File: config.mk
export PLATFORM = sky130hd
export DESIGN_NAME = vga_fifo_fill_ctrl
export DESIGN_NICKNAME = d
export VERILOG_FILES = /design/src/rtl/vga_fifo_fill_ctrl_pkg.sv /design/src/rtl/vga_fifo_fill_ctrl_space.sv /design/src/rtl/vga_fifo_fill_ctrl.sv
export SDC_FILE = /design/constraint.sdc
export NUM_CORES = 1
export LEC_CHECK = 0
export CORE_ASPECT_RATIO = 1.1
export CORE_UTILIZATION = 30
export CTS_CLUSTER_DIAMETER = 50
export CTS_CLUSTER_SIZE = 30
export DETAILED_ROUTE_END_ITERATION = 8
export SLEW_MARGIN = 40
export SYNTH_ARGS = -nofsm -noshare
export SYNTH_HDL_FRONTEND = slang
export SYNTH_HIERARCHICAL = 1
export SYNTH_SLANG_ARGS = --single-unit
File: constraint.sdc
create_clock -name clk -period 3.71 [get_ports clk]
set_input_delay 1.113 -clock clk [delete_from_list [all_inputs] [get_ports clk]]
set_output_delay 1.113 -clock clk [all_outputs]
set_load 0.01 [all_outputs]
File: src/rtl/vga_fifo_fill_ctrl_pkg.sv
// Shared definitions for the VGA pixel-FIFO controllers: fill FSM state codes
// and the FIFO size / free-space width helpers.
package vga_fifo_fill_ctrl_pkg;

   typedef logic [1:0] fill_state_t;

   localparam fill_state_t ST_IDLE  = 2'd0;
   localparam fill_state_t ST_REQ   = 2'd1;
   localparam fill_state_t ST_FLUSH = 2'd2;

   function automatic int fifo_size(input int ptr_size);
      return 1 << ptr_size;
   endfunction

   // One extra bit over the depth width for the sign of a transiently negative free count.
   function automatic int free_w(input int ptr_size);
      return ptr_size + 2;
   endfunction

endpackage

File: src/rtl/vga_fifo_fill_ctrl_space.sv
// Free-space arithmetic for the pixel FIFO: free = size - depth - outstanding,
// and whether that leaves room for one more burst plus the reporting margin.
module vga_fifo_fill_ctrl_space
   import vga_fifo_fill_ctrl_pkg::*;
#(
   parameter int FIFO_PTR_SIZE = 8,
   parameter int BURST_LEN     = 16,
   parameter int MARGIN        = 2
) (
   input  logic [FIFO_PTR_SIZE:0] depth,
   input  logic [FIFO_PTR_SIZE:0] outstanding,
   output logic                   space_ok
);

   localparam int FW = free_w(FIFO_PTR_SIZE);
   localparam logic signed [FW-1:0] SIZE_S = FW'(fifo_size(FIFO_PTR_SIZE));
   localparam logic signed [FW-1:0] NEED_S = FW'(BURST_LEN + MARGIN);

   logic signed [FW-1:0] depth_s;
   logic signed [FW-1:0] out_s;
   logic signed [FW-1:0] free_s;

   always_comb begin
      depth_s  = $signed({1'b0, depth});
      out_s    = $signed({1'b0, outstanding});
      free_s   = SIZE_S - depth_s - out_s;
      space_ok = (free_s >= NEED_S);
   end

endmodule

File: src/rtl/vga_fifo_fill_ctrl.sv
// Write-side fill controller: issues Avalon-MM burst reads over a linear frame
// buffer whenever the pixel FIFO has room, and pushes returned beats into it.
module vga_fifo_fill_ctrl
   import vga_fifo_fill_ctrl_pkg::*;
#(
   parameter int FIFO_PTR_SIZE = 8,
   parameter int DATA_W        = 32,
   parameter int ADDR_W        = 32,
   parameter int BURST_LEN     = 16,
   parameter int BURST_W       = 5,
   parameter int MARGIN        = 2,
   parameter int FRAME_W       = 20
) (
   input  logic                     clk,
   input  logic                     reset_n,
   input  logic                     enable,
   input  logic [ADDR_W-1:0]        frame_base,
   input  logic [FRAME_W-1:0]       frame_words,
   input  logic                     frame_restart,
   input  logic [FIFO_PTR_SIZE:0]   fifo_depth_of,
   input  logic                     fifo_full,
   output logic                     fifo_wr_valid,
   output logic [DATA_W-1:0]        fifo_wr_data,
   output logic [ADDR_W-1:0]        avm_address,
   output logic                     avm_read,
   output logic [BURST_W-1:0]       avm_burstcount,
   input  logic                     avm_waitrequest,
   input  logic [DATA_W-1:0]        avm_readdata,
   input  logic                     avm_readdatavalid,
   output logic [FIFO_PTR_SIZE:0]   outstanding,
   output logic                     busy,
   output logic                     overflow_err
);

   localparam int OW         = FIFO_PTR_SIZE + 1;
   localparam int BYTE_SHIFT = $clog2(DATA_W / 8);

   fill_state_t         state_q,       state_d;
   logic                avm_read_q,    avm_read_d;
   logic [FRAME_W-1:0]  word_idx_q,    word_idx_d;
   logic [ADDR_W-1:0]   base_q,        base_d;
   logic [FRAME_W-1:0]  len_q,         len_d;
   logic [ADDR_W-1:0]   pend_base_q,   pend_base_d;
   logic [FRAME_W-1:0]  pend_len_q,    pend_len_d;
   logic                started_q,     started_d;
   logic [OW-1:0]       outstanding_q, outstanding_d;
   logic                wr_valid_q,    wr_valid_d;
   logic [DATA_W-1:0]   wr_data_q,     wr_data_d;
   logic                overflow_q,    overflow_d;

   logic                space_ok;
   logic                accept;
   logic [FRAME_W-1:0]  idx_step;
   logic [FRAME_W-1:0]  idx_adv;

   vga_fifo_fill_ctrl_space #(
      .FIFO_PTR_SIZE (FIFO_PTR_SIZE),
      .BURST_LEN     (BURST_LEN),
      .MARGIN        (MARGIN)
   ) u_space (
      .depth       (fifo_depth_of),
      .outstanding (outstanding_q),
      .space_ok    (space_ok)
   );

   always_comb begin
      state_d       = state_q;
      avm_read_d    = avm_read_q;
      word_idx_d    = word_idx_q;
      base_d        = base_q;
      len_d         = len_q;
      pend_base_d   = pend_base_q;
      pend_len_d    = pend_len_q;
      started_d     = started_q;

      accept   = avm_read_q && !avm_waitrequest;
      idx_step = word_idx_q + FRAME_W'(BURST_LEN);
      idx_adv  = (idx_step >= len_q) ? '0 : idx_step;

      outstanding_d = outstanding_q
                    + (accept            ? OW'(BURST_LEN) : '0)
                    - (avm_readdatavalid ? OW'(1)         : '0);

      // Beats belonging to the abandoned frame are dropped while flushing.
      wr_valid_d = avm_readdatavalid && (state_q != ST_FLUSH);
      wr_data_d  = avm_readdata;
      overflow_d = overflow_q | (wr_valid_q & fifo_full);

      if (accept) begin
         avm_read_d = 1'b0;
         word_idx_d = idx_adv;
      end

      if (frame_restart) begin
         pend_base_d = frame_base;
         pend_len_d  = frame_words;
      end

      case (state_q)
         ST_IDLE: begin
            if (frame_restart) begin
               if (outstanding_q == '0) begin
                  base_d     = frame_base;
                  len_d      = frame_words;
                  word_idx_d = '0;
                  started_d  = 1'b1;
               end else begin
                  state_d = ST_FLUSH;
               end
            end else if (started_q && enable && space_ok) begin
               avm_read_d = 1'b1;
               state_d    = ST_REQ;
            end
         end
         ST_REQ: begin
            // An unaccepted request rides into FLUSH and is finished there.
            if (frame_restart) begin
               state_d = ST_FLUSH;
            end else if (accept) begin
               state_d = ST_IDLE;
            end
         end
         ST_FLUSH: begin
            if (!avm_read_q && (outstanding_q == '0)) begin
               base_d     = pend_base_d;
               len_d      = pend_len_d;
               word_idx_d = '0;
               started_d  = 1'b1;
               state_d    = ST_IDLE;
            end
         end
         default: begin
            state_d    = ST_IDLE;
            avm_read_d = 1'b0;
         end
      endcase
   end

   always_ff @(posedge clk or negedge reset_n) begin
      if (!reset_n) begin
         state_q       <= ST_IDLE;
         avm_read_q    <= 1'b0;
         word_idx_q    <= '0;
         base_q        <= '0;
         len_q         <= '0;
         pend_base_q   <= '0;
         pend_len_q    <= '0;
         started_q     <= 1'b0;
         outstanding_q <= '0;
         wr_valid_q    <= 1'b0;
         wr_data_q     <= '0;
         overflow_q    <= 1'b0;
      end else begin
         state_q       <= state_d;
         avm_read_q    <= avm_read_d;
         word_idx_q    <= word_idx_d;
         base_q        <= base_d;
         len_q         <= len_d;
         pend_base_q   <= pend_base_d;
         pend_len_q    <= pend_len_d;
         started_q     <= started_d;
         outstanding_q <= outstanding_d;
         wr_valid_q    <= wr_valid_d;
         wr_data_q     <= wr_data_d;
         overflow_q    <= overflow_d;
      end
   end

   always_comb begin
      avm_address    = base_q + (ADDR_W'(word_idx_q) << BYTE_SHIFT);
      avm_read       = avm_read_q;
      avm_burstcount = BURST_W'(BURST_LEN);
      fifo_wr_valid  = wr_valid_q;
      fifo_wr_data   = wr_data_q;
      outstanding    = outstanding_q;
      busy           = (state_q != ST_IDLE) || (outstanding_q != '0);
      overflow_err   = overflow_q;
   end

endmodule

## Word level (Yosys, flattened, before mapping)

Cells that the tools add are included.

| storage, ports and cells | value |
|---|---|
| input port bits | 100 |
| word-level logic and storage cells | 80 |
| register bits | 171 |

| operators by class | value |
|---|---|
| reduce and logical (&&, ||, !) cells | 16 |
| eq/ne operators | 9 |
| add/sub/neg operators | 6 |
| $lt $le $gt $ge | 2 |
| muxes and demuxes | 33 |
| bitwise operators | 2 |

Operators by type and width:

| cell | count |
|---|---|
| 20-bit 2-to-1 mux | 9 |
| 32-bit 2-to-1 mux | 4 |
| 20-bit case mux with 2 select lines | 2 |
| 32-bit case mux with 2 select lines | 1 |
| 32-bit by 22-bit adder with 32-bit output | 1 |
| 20-bit by 5-bit adder with 20-bit output, second input constant | 1 |
| 20-bit >= comparator | 1 |
| 2-bit 2-to-1 mux | 6 |
| 10-bit by 6-bit >= comparator with 1-bit output, second input constant | 1 |
| 10-bit subtractor | 1 |
| 9-bit by 9-bit subtractor with 10-bit output, first input constant | 1 |
| 9-bit by 5-bit adder with 9-bit output | 1 |
| 9-bit zero test | 1 |
| 3-bit inequality test, second input constant | 3 |
| 9-bit nonzero test | 1 |
| 9-bit by 1-bit subtractor with 9-bit output | 1 |
| 2-bit inequality test, second input constant | 4 |
| 4-bit AND reduction | 2 |
| 1-bit 2-to-1 mux | 7 |
| 2-bit case mux with 3 select lines | 1 |
| 1-bit logical AND | 5 |
| 5-bit 2-to-1 mux | 1 |
| 1-bit case mux with 2 select lines | 2 |
| 2-bit nonzero test | 2 |
| other kinds (8) | 9 |

## Longest topological paths before layout

| depth | value |
|---|---|
| depth in word-level cells | 7 |
| depth in mapped cells | 16 |
| depth with buffers taken out | 14 |

## Modules after synthesis

Netlist, hierarchy kept.

By module, submodules not included:

| module | instances | area an instance (µm²) | cells an instance |
|---|---|---|---|
| vga_fifo_fill_ctrl | 1 | 8902.3 | 832 |
| vga_fifo_fill_ctrl_space | 1 | 565.5 | 80 |

## Worst setup path before layout

Ideal clock, no wire load.

| timing | value |
|---|---|
| path type | input port to flip-flop |
| start point | input port fifo_depth_of[1] |
| end point | register state_q[0] |
| stages | 13 |
| setup slack | -0.173 ns |
| arrival time | 3.758 ns |
| path through | ha_1 > inv_1 > ha_1 > fa_1 > a211o_1 > a211oi_2 > o21ai_1 > and3_1 > a311oi_1 > nand4b_1 > a211oi_1 > o21ai_0 > mux2_2 |

| on the way | value |
|---|---|
| word-level cells in the longest chain between the ends | 6 |

RTL lines:

| item | line | text |
|---|---|---|
| start: declaration | vga_fifo_fill_ctrl.sv:20 | `input logic [FIFO_PTR_SIZE:0] fifo_depth_of,` |
| 9-bit by 9-bit subtractor with 10-bit output | vga_fifo_fill_ctrl_space.sv:26 | `free_s = SIZE_S - depth_s - out_s;` |
| 10-bit subtractor | vga_fifo_fill_ctrl_space.sv:26 |  |
| 10-bit by 6-bit >= comparator with 1-bit output | vga_fifo_fill_ctrl_space.sv:27 | `space_ok = (free_s >= NEED_S);` |
| via space_ok | vga_fifo_fill_ctrl.sv:51 | `logic space_ok;` |
| 1-bit logical AND | vga_fifo_fill_ctrl.sv:110 | `end else if (started_q && enable && space_ok) begin` |
| 3-bit inequality test (no line) | - |  |
| 4-bit AND reduction (no line) | - |  |
| end signal: assignment | vga_fifo_fill_ctrl.sv:154 | `state_q <= state_d;` |
| end: declaration | vga_fifo_fill_ctrl.sv:38 | `fill_state_t state_q, state_d;` |

The timed path passes the listed nets, and every way through them passes these cells.
A chain may end at the register's enable or synchronous reset.

## Final worst setup path

| timing | value |
|---|---|
| start point | register base_q[2] |
| end point | output port avm_address[28] |

| on the way | value |
|---|---|
| word-level cells in the longest chain between the ends | 1 |

RTL lines:

| item | line | text |
|---|---|---|
| start: declaration | vga_fifo_fill_ctrl.sv:41 | `logic [ADDR_W-1:0] base_q, base_d;` |
| start signal: assignment | vga_fifo_fill_ctrl.sv:157 | `base_q <= base_d;` |
| 32-bit by 22-bit adder with 32-bit output | vga_fifo_fill_ctrl.sv:170 | `avm_address = base_q + (ADDR_W'(word_idx_q) << BYTE_SHIFT);` |
| end: declaration | vga_fifo_fill_ctrl.sv:24 | `output logic [ADDR_W-1:0] avm_address,` |

Every way passes these cells.

==> impl_results.md <==
- Status: finished, violations left
- Failing checks: setup timing
- Buffers on Ports: 176
- Grt ovf: 0
- VDD IR max: 0.0004240 V
- Pre-CTS WS: -0.7242 ns
- Routability cong.: 0.9066
- Largest net degree at the start of global routing: 70
- Endpoints failing hold: 0
- Register area share after synthesis: 0.4520
- Lkg Pwr: 6.210 nW
- Min Clock Period, post-route: 4.105 ns
- P per Cell Area: 593.2 nW/um^2
- Dominant cell type by area after synthesis: dfrtp_1
- Vert. Die Dim: 188.3 um
- DIE AREA: 32,270 sq um
- Gr usage total: 0.1626
- Initial DRC count: 200
- WL/cell: 15.25 um
- Final Util: 0.4419
- RSZ-0062 raised after global routing: yes
- Die width: 171.4 um
- Floorplan row count: 67
- Synth warn: 6
- Diode count: 0
- Core area: between 30,000 and 40,000 sq um
- Clock sink count: 171
- Synth area leaders: dfrtp_1 45%, ha_1 9.6%, mux2_2 6.3%
- Worst EP required: 2.60 ns
- Unique masters post-synth: 69
- First-pass GRT wire length: 40,840 um
- Synthesis-stage register bit count: 171
- DRC Markers: 0
- Initial DRT Pass Iterations: 4
- Starting Density: 0.3077
- CTS tree: done
- Vias in the first global route: 7,933
- Syn Area/Cell: ~10 sq um
- Fin cells: 1,625
- Antenna violations before repair: 2
- Element type at the critical path end: output pin
- Worst setup margin: -0.3950 ns
- Area after DPL: approximately 12,000 sq um
- Kind of critical path: reg2out
- Arrival time worst endpoint: 2.99 ns
- Number of max-cap violations: 0
- Clk Latency, worst-skew pair: 0.43 ns
- Clock transition at path regs: 0.07 ns
- Hold buffer count at CTS: 0
- Vias per inst: 4.633
- Async SR Flop Fraction: 1.000
- Cells after Synth: 912
- Dpl hpwl: between 15,000 and 20,000 um
- Peak Freq: roughly 0.24 GHz
- Period utilization: 1.106
- Area of the multi-input gates: 5206 sq um
- Area growth syn-to-layout: 43.60%
- Clk_skew: ~0.012 ns
- Synth top area share: 0.4520
- Slew Viols, Final: 0
- Critical path peak fanout: 4
- Num CTS Buffers: 17
- Worst min path class: reg2reg
- Worst-margin pin slew: 0.5552 ns
- Final WL: 24,790 um
- CTS Buffer Depth: 2
- Fill cells: 2,919
- Root buffer cell: clkbuf_16
- Commonest cells post-synth: 171 x dfrtp_1, 99 x nand2_1, 77 x o21ai_0
- Layout cells sized above 1: 0.2634
- H-tree depth: 4
- Post-synth EDFFs: 0
- Design area: 13,600 sq um
- Post-route ant nets: 0
- Top FF cell, synth: dfrtp_1
- Final setup fails: 18
- Vias: 7,529
- Reg area: 4279 sq um
- Type of origin of the critical path: flip-flop
- Cell with the most instances after synthesis: dfrtp_1
- Nets: 1,374
- WHS: 0.4705 ns
- Dpl cells: 1,567
- Synthesized area: ~9500 sq um
- I/O pin cnt: about 180
- Worst slew margin: 0.6299
[layer usage]
metal	track usage	up-vias	wire length (um)	share of wire
met5	0	-	31	0.0013
met4	0.05701	4	676	0.027
met3	0.04747	34	1439	0.058
met2	0.2803	174	12410	0.50
met1	0.1901	3588	10230	0.41
li1	-	3729	-	-
[critical path, stage by stage (launching register included)]
cell,delay (ns)
dfrtp_1,0.36
ha_2,0.19
inv_2,0.04
fa_2,0.36
nor2b_4,0.15
o2111ai_2,0.14
a21boi_2,0.26
a311oi_4,0.17
o31ai_4,0.31
buf_6,0.15
and3_1,0.17
xor2_1,0.13
buf_2,0.14
[flip-flops by register name, indices dropped and copies added, names as in the netlist]
register       flops
overflow_err       1
base_q            32
pend_base_q       32
fifo_wr_valid      1
started_q          1
word_idx_q        20
pend_len_q        20
avm_read           1
state_q            2
fifo_wr_data      32
len_q             20
outstanding        9
[area by class of cell]
| cell class | instances | share of cell area |
|---|---|---|
| inverter | 74 | 0.02043 |
| clock inverter | 13 | 0.01491 |
| sequential | 171 | 0.3147 |
| timing repair buffer | 301 | 0.1963 |
| multi-input combinational | 633 | 0.3829 |
| clock buffer | 19 | 0.03258 |
| tap | 414 | 0.03810 |
[power by group]
group	total, mW	internal (mW)	switching (mW)
Clock	1.96	1.17	0.796
Sequential	2.45	2.20	0.249
Combinational	3.65	1.85	1.80
Total	8.07	5.22	2.85
[cells by family after synthesis]
| kind of cell | count (synthesis) | share of synthesized area |
|---|---|---|
| buffers and inverters | 111 | 0.04771 |
| AND/OR/NAND/NOR | 223 | 0.1158 |
| flip-flops | 171 | 0.4520 |
| adder cells (fa/ha/maj) | 76 | 0.1028 |
| other | 2 | 0.0007932 |
| AO/OA/AOI/OAI | 181 | 0.1229 |
| multiplexers | 107 | 0.1201 |
| XOR/XNOR | 41 | 0.03793 |
[stage by stage]
step / setup TNS, ns / total power, mW
floorplan: -0.03837 / 4.462
global placement: -6.607 / 5.835
detailed placement: -7.325 / 5.902
CTS: -5.092 / 8.064
global route: -7.926 / 8.672
finish: -4.866 / 8.065
[final timing paths]
path | from | endpoint | slack (ns) | depth (start not counted)
min in group asynchronous | reset_n | pend_len_q[5] | 0.61 | 1
worst max-delay path | base_q[2] | avm_address[28] | -0.40 | 12
worst min register to register | overflow_err | overflow_err | 0.47 | 1
max in group asynchronous | reset_n | pend_base_q[28] | 2.33 | 2
worst max register to register | word_idx_q[9] | word_idx_q[14] | 0.21 | 14
worst min-delay path | overflow_err | overflow_err | 0.47 | 1
[placed cells by master (no fill, tap or decap), types with 4 or more instances in the layout]
master / count
conb_1: 5
and2_1: 7
o21ai_0: 72
a21oi_2: 6
ha_4: 10
nor2_1: 23
mux2i_1: 54
nand2_1: 99
mux2_2: 52
clkbuf_16: 17
xor2_1: 13
xnor2_1: 18
nor2b_1: 9
a21o_1: 6
dfrtp_1: 171
buf_4: 111
a21oi_1: 33
o2bb2ai_1: 6
clkdlybuf4s50_1: 144
o21ai_2: 6
ha_1: 61
buf_6: 17
inv_1: 68
o21a_1: 7
nor3_1: 5
nand3_1: 14
xnor2_2: 7
and3_1: 9
inv_2: 5
o22ai_1: 5
a211oi_2: 6
nand2b_1: 10
inv_6: 4
bufinv_16: 4
buf_2: 20
or3_1: 4
nand4_1: 10
dlygate4sd2_1: 4
[repair_timing]
item,CTS,global route
buffers inserted,19,9
hold endpoints to repair,0,0
pin swaps,38,45
gates resized for setup,155,40
endpoints found under the setup margin,28,44
Power figures use the tool's default switching activity.
